**src/rtl/pi_ctl_sequencer_pkg.sv**
```systemverilog
// Shared constants and state/owner types for the PI control sequencer.
package pi_ctl_sequencer_pkg;

   localparam int unsigned Nout          = 4;
   localparam int unsigned Npi           = 9;
   localparam int unsigned PI_MAX_STEP   = 4;
   localparam int unsigned PI_SETTLE_CYC = 2;

   typedef enum logic [2:0] {
      IDLE,
      LOAD,
      STEP,
      SETTLE,
      DONE
   } state_t;

   typedef enum logic {
      OWN_CDR,
      OWN_OVR
   } owner_t;

endpackage

```
**src/rtl/pi_ctl_sequencer_stepper.sv**
```systemverilog
// Next PI code for one phase: moves along the shorter circular path,
// clamped to MAX_STEP, with ties (half-circle) resolved upward.
module pi_code_stepper #(
   parameter int unsigned Npi      = pi_ctl_sequencer_pkg::Npi,
   parameter int unsigned MAX_STEP = pi_ctl_sequencer_pkg::PI_MAX_STEP
) (
   input  logic [Npi-1:0] cur,
   input  logic [Npi-1:0] tgt,
   output logic [Npi-1:0] nxt,
   output logic           done
);

   localparam logic [Npi-1:0] HALF     = Npi'(1) << (Npi - 1);
   localparam logic [Npi-1:0] STEP_LIM = Npi'(MAX_STEP);

   logic [Npi-1:0] fwd;
   logic [Npi-1:0] back;
   logic [Npi-1:0] amt;

   always_comb begin
      fwd  = tgt - cur;
      back = cur - tgt;
      amt  = '0;
      nxt  = cur;
      if (fwd == '0) begin
         nxt = cur;
      end else if (fwd <= HALF) begin
         amt = (fwd < STEP_LIM) ? fwd : STEP_LIM;
         nxt = cur + amt;
      end else begin
         amt = (back < STEP_LIM) ? back : STEP_LIM;
         nxt = cur - amt;
      end
   end

   assign done = (nxt == tgt);

endmodule

```
**src/rtl/pi_ctl_sequencer.sv**
```systemverilog
// Arbitrates CDR vs. override updates and slews the PI control codes
// toward the granted target, then settles and acknowledges the owner.
module pi_ctl_sequencer #(
   parameter int unsigned Nout       = pi_ctl_sequencer_pkg::Nout,
   parameter int unsigned Npi        = pi_ctl_sequencer_pkg::Npi,
   parameter int unsigned MAX_STEP   = pi_ctl_sequencer_pkg::PI_MAX_STEP,
   parameter int unsigned SETTLE_CYC = pi_ctl_sequencer_pkg::PI_SETTLE_CYC
) (
   input  logic                     clk_adc,
   input  logic                     rst,
   input  logic                     cdr_req,
   input  logic [Nout-1:0][Npi-1:0] cdr_code,
   output logic                     cdr_ack,
   input  logic                     ovr_en,
   input  logic                     ovr_req,
   input  logic [Nout-1:0][Npi-1:0] ovr_code,
   output logic                     ovr_ack,
   output logic [Nout-1:0][Npi-1:0] pi_ctl,
   output logic                     ctl_valid,
   output logic                     busy
);

   import pi_ctl_sequencer_pkg::*;

   localparam int unsigned CNT_W = 8;

   state_t                   state;
   state_t                   state_nxt;
   owner_t                   owner;
   logic [Nout-1:0][Npi-1:0] target;
   logic [Nout-1:0][Npi-1:0] code_sel;
   logic [Nout-1:0][Npi-1:0] step_code;
   logic [Nout-1:0]          step_done;
   logic [CNT_W-1:0]         settle_cnt;
   logic                     grant_ovr;
   logic                     grant_cdr;
   logic                     load_eq;
   logic                     all_done;
   logic                     any_change;
   logic                     settle_last;

   assign grant_ovr   = ovr_en & ovr_req;
   assign grant_cdr   = ~ovr_en & cdr_req;
   assign code_sel    = (owner == OWN_OVR) ? ovr_code : cdr_code;
   assign load_eq     = (code_sel == pi_ctl);
   assign all_done    = &step_done;
   assign any_change  = (step_code != pi_ctl);
   // SETTLE always lasts at least one cycle, even with SETTLE_CYC == 0
   assign settle_last = ((32'(settle_cnt) + 32'd1) >= 32'(SETTLE_CYC));

   for (genvar i = 0; i < int'(Nout); i++) begin : g_step
      pi_code_stepper #(
         .Npi      (Npi),
         .MAX_STEP (MAX_STEP)
      ) u_stepper (
         .cur  (pi_ctl[i]),
         .tgt  (target[i]),
         .nxt  (step_code[i]),
         .done (step_done[i])
      );
   end

   always_ff @(posedge clk_adc) begin
      if (rst) state <= IDLE;
      else     state <= state_nxt;
   end

   always_comb begin
      state_nxt = state;
      unique case (state)
         IDLE:    if (grant_ovr || grant_cdr) state_nxt = LOAD;
         LOAD:    state_nxt = load_eq ? SETTLE : STEP;
         STEP:    if (all_done) state_nxt = SETTLE;
         SETTLE:  if (settle_last) state_nxt = DONE;
         DONE:    state_nxt = IDLE;
         default: state_nxt = IDLE;
      endcase
   end

   always_comb begin
      busy    = 1'b0;
      cdr_ack = 1'b0;
      ovr_ack = 1'b0;
      busy    = (state != IDLE);
      if (state == DONE) begin
         cdr_ack = (owner == OWN_CDR);
         ovr_ack = (owner == OWN_OVR);
      end
   end

   // Owner, target, PI codes and settle counter
   always_ff @(posedge clk_adc) begin
      if (rst) begin
         owner      <= OWN_CDR;
         target     <= '0;
         pi_ctl     <= '0;
         ctl_valid  <= 1'b0;
         settle_cnt <= '0;
      end else begin
         ctl_valid <= 1'b0;
         unique case (state)
            IDLE: begin
               if (grant_ovr)      owner <= OWN_OVR;
               else if (grant_cdr) owner <= OWN_CDR;
            end
            LOAD: begin
               target     <= code_sel;
               settle_cnt <= '0;
            end
            STEP: begin
               pi_ctl     <= step_code;
               ctl_valid  <= any_change;
               settle_cnt <= '0;
            end
            SETTLE:  settle_cnt <= settle_cnt + CNT_W'(1);
            default: ;
         endcase
      end
   end

endmodule

```
**config.mk**
```make
export PLATFORM = sky130hd
export DESIGN_NAME = pi_ctl_sequencer
export DESIGN_NICKNAME = d
export VERILOG_FILES = /design/src/rtl/pi_ctl_sequencer_pkg.sv /design/src/rtl/pi_ctl_sequencer_stepper.sv /design/src/rtl/pi_ctl_sequencer.sv
export SDC_FILE = /design/constraint.sdc
export NUM_CORES = 1
export LEC_CHECK = 0
export CAP_MARGIN = 0
export CORE_MARGIN = 5
export CORE_UTILIZATION = 55
export CTS_BUF_LIST = sky130_fd_sc_hd__clkbuf_16
export DETAILED_ROUTE_END_ITERATION = 16
export GPL_ROUTABILITY_DRIVEN = 1
export PLACE_DENSITY = 0.78
export SLEW_MARGIN = 5
export SYNTH_ARGS = -nofsm -noshare
export SYNTH_HDL_FRONTEND = slang
export SYNTH_SLANG_ARGS = --single-unit
```
**constraint.sdc**
```tcl
create_clock -name clk_adc -period 8.4 [get_ports clk_adc]
set_input_delay 1.26 -clock clk_adc [delete_from_list [all_inputs] [get_ports clk_adc]]
set_output_delay 1.26 -clock clk_adc [all_outputs]
set_load 0.01 [all_outputs]
```
# After elaboration in Yosys (flattened, before gate mapping)
# Cells that the tools add are included.
# Widths: inputs -> output; s select.
# totals
word_cells	102
register_bits	85
input_bits	77
out_inout_bits	40
# op_classes
eq_ne	13
muxes	27
addsub	18
order_cmp	13
bitwise	5
reduce_logical	14
# ops
operator	count
$mux 9	16
$sub 9x9->9	12
$lt 9x3->1 const B	8
$add 9x9->9	4
$eq 36x36->1	1
$eq 9x9->1	4
$le 9x9->1 const B	4
$logic_not 9->1	4
$mux 36	1
$ne 36x36->1	1
$pmux 8 s2	1
$pmux 3 s4	1
$add 8x1->9 const B	1
$ge 9x2->1 const B	1
$mux 3	3
$add 8x1->8 const B	1
$eq 3x2->1 const B	2
$ne 2x2->1 const B	3
$mux 1	5
$reduce_and 4->1	1
$reduce_bool 2->1	2
$reduce_or 2->1	2
$eq 3x1->1 const B	1
$eq 3x3->1 const B	1
other kinds (7)	10

# Longest topological paths before layout
# depth
word_depth	10
ltp_mapped	26
depth_no_buf	26

# Modules after synthesis
# Synthesis repeated with hierarchy kept, for this count alone.
# unflattened
hier_cells	1449
area_unflattened_um2	11228.3
# modules_own_cells
mod	seq_area_each_um2	n_inst	area_per_inst_um2	cells_per_inst
pi_ctl_sequencer	1701.6	1	4344.2	510
pi_code_stepper (g_step[3].u_stepper)	0.0	1	1806.7	245
pi_code_stepper (g_step[0].u_stepper)	0.0	1	1731.7	235
pi_code_stepper (g_step[1].u_stepper)	0.0	1	1722.9	234
pi_code_stepper (g_step[2].u_stepper)	0.0	1	1622.8	225

# Worst setup path after synthesis
# OpenSTA, ideal clock, no wires.
# synth_timing
path_kind	reg-to-reg
from	reg pi_ctl[4] (netlist bit)
to	reg state[0]
t_arrival_ns	5.480
required_ns	8.331
period_less_slack_ns	5.549
setup_time_ns	0.069
slack_ns	2.851
path_buffers	1
path_stages_with_launch	23
path_cell_list	dfxtp_1 inv_1 ha_1 buf_2 a21o_1 a21o_1 a221oi_1 o211ai_1 nor4_4 nand2_1 ha_1 a22o_1 fa_1 a211oi_1 o21bai_1 a21oi_1 xnor2_1 a211oi_1 a21oi_1 a2111oi_0 o2111ai_1 or4b_1 o21ai_1
# synth_between
elab_chain_len	10
elab_cells_between_ends	19
cone_classes	4 x add/sub; 3 x order compare; 3 x eq/ne; 6 x mux; 3 x reduce/logical
# synth_rtl
element	line	rtl
start, declared	pi_ctl_sequencer.sv:18	output logic [Nout-1:0][Npi-1:0] pi_ctl,
start signal, assigned	pi_ctl_sequencer.sv:111	pi_ctl <= step_code;
$sub 9x9->9 (on tied branches)	pi_ctl_sequencer_stepper.sv:22, pi_ctl_sequencer_stepper.sv:21	
$lt 9x3->1 (on tied branches)	pi_ctl_sequencer_stepper.sv:31, pi_ctl_sequencer_stepper.sv:28	
$mux 9 (on tied branches)	pi_ctl_sequencer_stepper.sv:31, pi_ctl_sequencer_stepper.sv:28	
$sub 9x9->9 or $add 9x9->9 (tied branches)	pi_ctl_sequencer_stepper.sv:32, pi_ctl_sequencer_stepper.sv:29	
$mux 9	pi_ctl_sequencer_stepper.sv:27	end else if (fwd <= HALF) begin
$mux 9	pi_ctl_sequencer_stepper.sv:25	if (fwd == '0) begin
$eq 9x9->1	pi_ctl_sequencer_stepper.sv:36	assign done = (nxt == tgt);
$reduce_and 4->1	pi_ctl_sequencer.sv:46	assign all_done = &step_done;
$ne 2x2->1 (no line)	n/a	
$reduce_and 3->1 (no line)	n/a	
end signal, assigned	pi_ctl_sequencer.sv:65	else state <= state_nxt;
end, declared	pi_ctl_sequencer.sv:27	state_t state;
# Several ways; a longest one is shown, not always the timed one.
# A chain may end at the register's enable or synchronous reset.

# Worst setup path in the final report
# Same ends and word-level chain as after synthesis.

==> impl_results.md <==
- WHS: 0.528 ns
- Final net count: roughly 1700
- Hold Vio Cnt, Final: 0
- DRC: 0
- Area occupied by multi-input gates: 0.00823 mm2
- CP Launch Type: flop
- Core region area: 0.0188 mm2
- Area Growth Syn to Fin: 14.7%
- Finish-stage setup viols: 0
- Dpl hpwl: 25900 um
- Worst EP arrival: 6.93 ns
- CTS H-tree lvls: 3
- Crit-path max FO: 14
- Top cells by area, synth: dfxtp_1 16%, ha_1 13%, xnor2_1 8.8%
- Placed Instance Area: 0.0118 mm2
- Final Instance Area: 0.0121 mm2
- Post-synthesis cell area: 0.0106 mm2
- CP peak stage delay: 0.63 ns
- Initial Utilization: between 50% and 60%
- Total CTS buffers: 9
- Clock slew at reported path FFs: 0.07 ns
- Worst-margin pin slew: 1.09 ns
- Total clock sinks: 85
- Chip Height: 149 um
- Final WL: 33100 um
- Post-synthesis sequential area ratio: 16.1%
- Period utilization: 79.0%
- Async S/R FF share, synth: 0%
- 1st-iter DRT viols: about 1100
- F_max: 151 MHz
- Slew headroom: 27.0%
- Yosys top cell area share: 16.1%
- Final Skew: 0.00702 ns
- Max clock buf depth: 2
- Status: finished, final reports clean
- Hold WC Path Type: reg2reg
- Unrepaired setup endpoints after global routing: no
- Vias: between 10000 and 15000
- Overflow after GRT: 0
- I/O pin cnt: 117
- # Max-Cap Violations: 0
- PostCTS Resize Cnt: 0
- Worst-skew pair later-pin latency: 0.36 ns
- # fillers: about 1700
- Via density: about 6.2
- Power Density: 423 mW/mm2
- Setup CP Type: reg2reg
- EDFF count, synth: 0
- WL per Instance: 19.2 um
- Post-CTS setup buffers: 0
- Final GP Congestion: just under 1
- Final ANT Viol Nets: 0
- Root Buffer: clkbuf_16
- Die width: 149 um
- Fin. max-slew vios: 0
- Lkg Pwr: approximately 4.6 nW
- Largest net degree at the start of global routing: 85
- Row Count: 50
- Ratio of cells with drive above 1 in the final layout: 3.34%
- Mean Syn Cell Area: 7.61 um2
- Netlist cell types: between 80 and 90
- Synth warnings: 0
- Top_reg_cell synth: dfxtp_1
- Cells after Synth: about 1400
- WP data required: 8.70 ns
- Storage element area: 0.00170 mm2
- Post-Syn Nets: 1583
- Hold_buf cts: 0
- Min Tclk post-route: 6.64 ns
- Antenna violations before repair: 0
- Port Buf Inserts: 116
- Critical Path Sink Type: flop
- First-pass GRT wire length: 52300 um
- Vias in the first global route: 9979
- Peak supply drop: 0.202 mV
- Diodes inserted: 0
- GRT Util Overall: approximately 29%
- Die area: 0.0221 mm2
- Initial DRT Pass Iterations: 6
- Yosys reg bits: 85
- Synth area leader: dfxtp_1
- CP Cell Sequence: inv_1 -> ha_1 -> a21o_1 -> a21o_1 -> a221oi_1 -> o211ai_1 -> nor4_4 -> nand2_1 -> ha_1 -> xnor2_1 -> a21oi_1 -> ha_1 -> a211oi_1 -> o21bai_1 -> a21oi_1 -> xnor2_1 -> a211oi_1 -> a21oi_1 -> a2111oi_0 -> o2111ai_1 -> or4b_1 -> o21ai_1
- TNS Setup: 0 ns
- Slowest cell on the critical path: nor4_4
- TritonCTS clock tree: done
[synthesized netlist by cell type, types with 8 or more instances]
cell       number
a211oi_1       50
nand4_1        16
o2111ai_1      10
nor2_1        195
ha_1          106
o22ai_1         9
nand3_1        27
o21a_1         13
inv_1         101
o21bai_1       12
a311oi_1        8
o21ai_0        45
nand2_1        73
a21oi_1       104
and3_1          8
nor2b_1        16
mux2i_1        68
nor4_1          9
a221oi_1       10
xor2_1         33
a21o_1         19
o211ai_1       13
buf_2          17
dfxtp_1        85
nand2b_1       14
or3_1          10
a31oi_1        16
xnor2_1       106
clkbuf_1       35
fa_1           12
nor3_1         23
[cell families after synthesis]
family | Yosys count | share of synthesized area (%)
AND/OR/NAND/NOR | 431 | 19.7
AO/OA/AOI/OAI | 385 | 24.9
buffers and inverters | 158 | 6.01
XOR/XNOR | 141 | 11.8
adder cells (fa/ha/maj) | 119 | 14.9
flip-flops | 85 | 16.1
multiplexers | 69 | 6.55
[critical path: cells and delay by family (launching register included)]
family	cells	cell delay, ns
fa+ha+maj	3	1.09
compound gates	13	3.10
simple gates	3	1.26
flops	1	0.60
buf+inv	1	0.14
xor+xnor	2	0.36
[cell usage in the layout (no fill, tap or decap), types with 9 or more instances in the layout]
| master | instances |
|---|---|
| nor2_1 | 195 |
| clkdlybuf4s50_1 | 115 |
| xnor2_1 | 106 |
| ha_1 | 106 |
| a21oi_1 | 104 |
| inv_1 | 101 |
| dfxtp_1 | 84 |
| nand2_1 | 73 |
| mux2i_1 | 68 |
| a211oi_1 | 50 |
| o21ai_0 | 45 |
| xor2_1 | 33 |
| nand3_1 | 27 |
| nor3_1 | 22 |
| a21o_1 | 19 |
| a31oi_1 | 16 |
| nor2b_1 | 16 |
| nand4_1 | 16 |
| nand2b_1 | 14 |
| o211ai_1 | 13 |
| o21a_1 | 13 |
| o21bai_1 | 12 |
| fa_1 | 12 |
| o2111ai_1 | 10 |
| or3_1 | 10 |
| a221oi_1 | 10 |
| o22ai_1 | 9 |
| nor4_1 | 9 |
| clkbuf_16 | 9 |
[power by group]
group / switching, W / leakage, nW / total [W] / internal, W
registers: 0.000140 / 0.693 / 0.000612 / 0.000472
clock network: 0.000198 / 0.138 / 0.000403 / 0.000206
logic: 0.00245 / 3.77 / 0.00411 / 0.00166
[per-stage QoR]
step / power (W) / utilization [%] / cells / worst slack, ns
floorplan: 0.00368 / - / 1388 / 2.85
global placement: 0.00456 / 62.9 / 1713 / 1.93
detailed placement: 0.00460 / 62.9 / 1713 / 1.98
CTS: 0.00503 / 64.4 / 1729 / 1.93
global route: 0.00551 / 64.4 / 1729 / 1.36
finish: 0.00512 / 64.4 / 1729 / 1.76
[worst paths after layout]
check                  start          to  slack (ns)  depth (start not counted)
setup / recovery   pi_ctl[4]    state[0]        1.76                         22
hold / removal    target[21]  target[21]        0.53                          2
setup reg to reg   pi_ctl[4]    state[0]        1.76                         22
hold reg to reg   target[21]  target[21]        0.53                          2
[sequential cells by signal, indices dropped and copies added (netlist names)]
name        flops
pi_ctl         36
target         36
settle_cnt      8
state           3
ctl_valid       1
owner           1
[final cells by class]
class	count	share of cell area (%)
Clock buffer	9	1.86
Clock inverter	7	0.485
Inverter	102	3.16
Multi-Input combinational cell	1145	67.9
Sequential cell	85	14.1
Tap cell	260	2.68
Timing Repair Buffer	121	9.85
[per-layer routing]
| layer | vias to the layer above | track usage, % | routed length (um) |
|---|---|---|---|
| li1 | 5146 | - | - |
| met1 | 5068 | 40.3 | 14800 |
| met2 | 470 | 45.5 | 14500 |
| met3 | 108 | 4.42 | 2520 |
| met4 | 0 | 10.6 | 1350 |
| met5 | - | 0 | 0 |
(Power assumes the default switching activity.)
